--- src/rtl/change_capture_fifo.sv ---
// Change-capture FIFO: records each new upstream value and drains it over valid/ready.
// Optional build macro CHANGE_CAPTURE_FIFO_OVERWRITE_EN: overwrite oldest entry when full.
module change_capture_fifo #(
  parameter int unsigned DEPTH = 4,
  parameter int unsigned CW    = $clog2(DEPTH) + 1
) (
  input  logic          clk,
  input  logic          rst,
  input  logic [3:0]    data_in,
  input  logic          capture_en,
  input  logic          clr_ovf,
  input  logic          out_ready,
  output logic          out_valid,
  output logic [3:0]    out_data,
  output logic [CW-1:0] count,
  output logic          overflow
);

  localparam int unsigned PW = $clog2(DEPTH);
  localparam int unsigned DW = 4;

  logic [DW-1:0] mem_q [DEPTH];
  logic [PW-1:0] rd_ptr_q, rd_ptr_d;
  logic [PW-1:0] wr_ptr_q, wr_ptr_d;
  logic [CW-1:0] count_q, count_d;
  logic          valid_q, valid_d;
  logic          ovf_q, ovf_d;
  logic [DW-1:0] last_val_q, last_val_d;
  logic          last_vld_q, last_vld_d;

  logic push_req;
  logic pop;
  logic full;
  logic loss;
  logic wr_en;
  logic rd_adv;

  // Change detection, handshake and next-state computation
  always_comb begin
    push_req   = capture_en && (!last_vld_q || (data_in != last_val_q));
    pop        = valid_q && out_ready;
    full       = (count_q == CW'(DEPTH));
    loss       = push_req && full && !pop;
`ifdef CHANGE_CAPTURE_FIFO_OVERWRITE_EN
    // On loss the oldest entry is retired so the new value always lands.
    wr_en      = push_req;
    rd_adv     = pop || loss;
`else
    wr_en      = push_req && !loss;
    rd_adv     = pop;
`endif
    rd_ptr_d   = rd_ptr_q;
    wr_ptr_d   = wr_ptr_q;
    count_d    = count_q;
    last_val_d = last_val_q;
    last_vld_d = last_vld_q;
    ovf_d      = ovf_q;

    if (rd_adv) begin
      rd_ptr_d = rd_ptr_q + PW'(1);
    end
    if (wr_en) begin
      wr_ptr_d = wr_ptr_q + PW'(1);
    end
    case ({wr_en, rd_adv})
      2'b10:   count_d = count_q + CW'(1);
      2'b01:   count_d = count_q - CW'(1);
      default: count_d = count_q;
    endcase

    // Track the last seen value even when the entry is dropped, so no retries
    if (push_req) begin
      last_val_d = data_in;
      last_vld_d = 1'b1;
    end

    if (loss) begin
      ovf_d = 1'b1;
    end else if (clr_ovf) begin
      ovf_d = 1'b0;
    end

    valid_d = (count_d != '0);
  end

  always_ff @(posedge clk) begin
    if (rst) begin
      rd_ptr_q   <= '0;
      wr_ptr_q   <= '0;
      count_q    <= '0;
      valid_q    <= 1'b0;
      ovf_q      <= 1'b0;
      last_val_q <= '0;
      last_vld_q <= 1'b0;
      for (int unsigned i = 0; i < DEPTH; i++) begin
        mem_q[PW'(i)] <= '0;
      end
    end else begin
      rd_ptr_q   <= rd_ptr_d;
      wr_ptr_q   <= wr_ptr_d;
      count_q    <= count_d;
      valid_q    <= valid_d;
      ovf_q      <= ovf_d;
      last_val_q <= last_val_d;
      last_vld_q <= last_vld_d;
      if (wr_en) begin
        mem_q[wr_ptr_q] <= data_in;
      end
    end
  end

  assign out_valid = valid_q;
  assign out_data  = mem_q[rd_ptr_q];
  assign count     = count_q;
  assign overflow  = ovf_q;

endmodule

--- config.mk ---
export PLATFORM = sky130hd
export DESIGN_NAME = change_capture_fifo
export DESIGN_NICKNAME = d
export VERILOG_FILES = /design/src/rtl/change_capture_fifo.sv
export SDC_FILE = /design/constraint.sdc
export NUM_CORES = 1
export LEC_CHECK = 0
export ABC_AREA = 1
export BUFFER_PORTS_ARGS = -buffer_cell sky130_fd_sc_hd__buf_2
export CORE_MARGIN = 8
export CORE_UTILIZATION = 35
export CTS_CLUSTER_SIZE = 10
export DETAILED_ROUTE_END_ITERATION = 16
export PLACE_DENSITY_LB_ADDON = 0.3
export SLEW_MARGIN = 20
export SYNTH_ARGS = -nofsm -noshare
export SYNTH_HDL_FRONTEND = slang
export SYNTH_SLANG_ARGS = --single-unit
--- constraint.sdc ---
create_clock -name clk -period 5.7 [get_ports clk]
set_input_delay 0.855 -clock clk [delete_from_list [all_inputs] [get_ports clk]]
set_output_delay 0.855 -clock clk [all_outputs]
set_load 0.005 [all_outputs]
==> flow_summary.json <==
{
  "status": "finished clean",
  "final.setup.worst_slack_ns": 3.129,
  "ys_seq_area_share_pct": 55.65,
  "ys_warn_count": 0,
  "grt_first_pass_wirelength_um": 4754,
  "die_w_um": 80.12,
  "clock_latency_ns": 0.28,
  "final_common_cell": "nor2_1",
  "utilization_pct": 42.44,
  "hp-class": "reg -> reg",
  "arrival_ns": 2.78,
  "preCtsSetupSlack_ns": 2.857,
  "crit_fanout": 5,
  "worst_setup_path_start_kind": "primary input",
  "die_h_um": 80.12,
  "drtPass1Iterations": 4,
  "worst_slew_pin_slew_ns": 0.6098,
  "multiInputGateArea_sq_um": 554.3,
  "met2_wirelength_um": 1312,
  "core_sq_um": 3971,
  "min_from": "wr_ptr_q[1]",
  "io_pins": 18,
  "required_ns": 5.91,
  "power_frac_comb_pct": 21.3,
  "cap_viol_max_count": 0,
  "routed_wl_um": 2810,
  "p_clk_share_pct": 33.1,
  "netlist_area_sq_um": 1439,
  "cts_sinks": 32,
  "nNetsFinal": 186,
  "finalCritPeriodShare_pct": 45.10,
  "viasPerCell": 4.810,
  "num_antenna_cells": 0,
  "cts_tree": "yes",
  "portBuffers": 17,
  "startpoint": "out_ready",
  "r2r_start": "count[0]",
  "sw_frac_of_total_pct": 28.69,
  "ys_types": 29,
  "grt_max_degree": 12,
  "fmax_ghz": 0.3890,
  "stdcell_area_sq_um": 1685,
  "grt_use_total_pct": 9.446,
  "synthTopCellsByArea": "edfxtp_1 (33%), dfxtp_1 (22%), nor2_1 (7.8%), o21ai_0 (4.9%), inv_1 (4.4%)",
  "hpwl_um": 2151,
  "synth_top_area_share_pct": 33.39,
  "worstSetupEndpointType": "register",
  "drive_above_1_share_pct": 20.45,
  "p_switching_uw": 182.9,
  "cts_resized": 0,
  "syn_inst": 153,
  "initial_utilization_pct": 36.23,
  "rsz0062_at_grt": "no",
  "power.density_nw_per_um2": 378.3,
  "grt_pass1_vias": 1056,
  "areaGrowthSynthToFinish_pct": 17.13,
  "dpl_cell_area_sq_um": 1578,
  "syn-num-nets": 164,
  "seqPwrFrac_pct": 45.7,
  "skew_ns": 0.005155,
  "maxSlewHeadroom_pct": 58.92,
  "ctsHoldBuffers": 0,
  "antenna_found_initial": 0,
  "drt_iter0_drc": 85,
  "finalHoldViolCount": 0,
  "dieArea_sq_um": 6418,
  "fin_crit_ns": 2.571,
  "vdd_drop_max_mv": 0.2544,
  "vias": 1087,
  "gp_congestion": 0.7424,
  "crit_type": "in -> reg",
  "ant_nets": 0,
  "ys_ff_latch": 32,
  "routed.top_layer": "met4",
  "intPower_uw": 454.7,
  "num_rows": 23,
  "gr-total-overflow": 0,
  "power_leakage_nw": 0.7021,
  "seq_area_sq_um": 800.8,
  "wl_per_cell_um": 12.43,
  "drc": 0,
  "cts_max_level": 2,
  "cts_setup_buffers": 0,
  "totalPowerFinal_uw": 637.6,
  "setup_viol": 0,
  "timing.final.max_slew_violations": 0,
  "synth.avg_cell_area_sq_um": 9.404,
  "cts_root_buffer": "clkbuf_8",
  "clk_path_buf_depth": 2,
  "tns_ns": 0,
  "wl_met3_um": 131,
  "clk_pin_slew_worst_paths_ns": 0.06,
  "nFillCells": 406,
  "layout_common_cells": "nor2_1 (30), inv_1 (17), buf_2 (17)",
  "cts_made_buffers": 5,
  "met1_length_um": 1335,
  "synth_top_area_cell": "edfxtp_1"
}
==> stage by stage <==
| step | hold WS (ns) | cells |
|---|---|---|
| global placement | 0.4600 | 218 |
| finish | 0.4765 | 226 |
| CTS | 0.4793 | 226 |
| detailed placement | 0.4678 | 218 |
| floorplan | 0.4346 | 153 |
| global route | 0.4909 | 226 |
==> final cells by class <==
type                            instances  share of cell area (%)
Clock inverter                          2                   2.079
Clock buffer                            6                   4.306
Sequential cell                        32                   47.51
Inverter                               20                   4.454
Timing Repair Buffer                   17                   5.048
Tap cell                               50                   3.712
Multi-Input combinational cell         99                   32.89
==> power by group through the flow <==
stage | sequential (mW) | combinational [mW] | clock [mW]
6_report | 0.291 | 0.136 | 0.211
5_1_grt | 0.295 | 0.156 | 0.226
4_1_cts | 0.292 | 0.137 | 0.216
3_5_place_dp | 0.296 | 0.136 | 0
3_3_place_gp | 0.296 | 0.133 | 0
2_1_floorplan | 0.292 | 0.0941 | 0
==> worst max-delay path: stages <==
cell and delay (ns):
buf_2 0.10, nand2_1 0.08, nand4_2 0.22, nand3_4 0.21
ha_1 0.16, inv_1 0.06, fa_1 0.38, or2_2 0.30
nand2_1 0.09, xnor2_1 0.12, inv_1 0.07, a31oi_1 0.12
==> cell families (layout without fill, tap and decap cells) <==
family / after synthesis / count (layout) / synth area share (%)
AO/OA/AOI/OAI: 32 / 32 / 11.83
XOR/XNOR: 4 / 4 / 2.435
adder cells (fa/ha/maj): 2 / 2 / 2.261
buffers and inverters: 22 / 45 / 5.825
flip-flops: 32 / 32 / 55.65
AND/OR/NAND/NOR: 61 / 61 / 22.00
==> synthesized netlist by cell type <==
| library cell | instances |
|---|---|
| xnor2_1 | 1 |
| or2_2 | 1 |
| nor2_1 | 30 |
| nor2_4 | 1 |
| nor3_1 | 4 |
| o21ai_1 | 3 |
| buf_2 | 1 |
| nand4_2 | 1 |
| a21oi_1 | 8 |
| clkbuf_1 | 1 |
| nand2_1 | 13 |
| a31oi_1 | 1 |
| fa_1 | 1 |
| ha_1 | 1 |
| nor2_2 | 1 |
| o22ai_1 | 5 |
| nand3_4 | 2 |
| dfxtp_1 | 16 |
| xor2_1 | 3 |
| nand4_1 | 1 |
| nand2_4 | 2 |
| clkinv_1 | 1 |
| edfxtp_1 | 16 |
| nand3_1 | 3 |
| o21ai_0 | 14 |
| a211oi_1 | 1 |
| inv_2 | 2 |
| nand3_2 | 2 |
| inv_1 | 17 |
==> state kept, by name (all words and copies together), names as in the netlist, named ones only <==
register    cells
out_valid       1
last_val_q      4
mem_q          16
wr_ptr_q        2
rd_ptr_q        2
last_vld_q      1
overflow        1
count           3
==> worst paths after layout <==
path | endpoint | slack, ns | cells past startpoint
setup reg to reg | out_valid | 3.41 | 11
hold reg to reg | wr_ptr_q[1] | 0.48 | 2
hold / removal | wr_ptr_q[1] | 0.48 | 2
setup / recovery | out_valid | 3.13 | 12
==> metal layers <==
metal | track usage, % | vias up
met3 | 3.460 | 4
met1 | 11.37 | 503
met2 | 14.87 | 23
li1 | - | 557
met5 | 0 | -
met4 | 3.818 | 0
(Power assumes the default switching activity.)
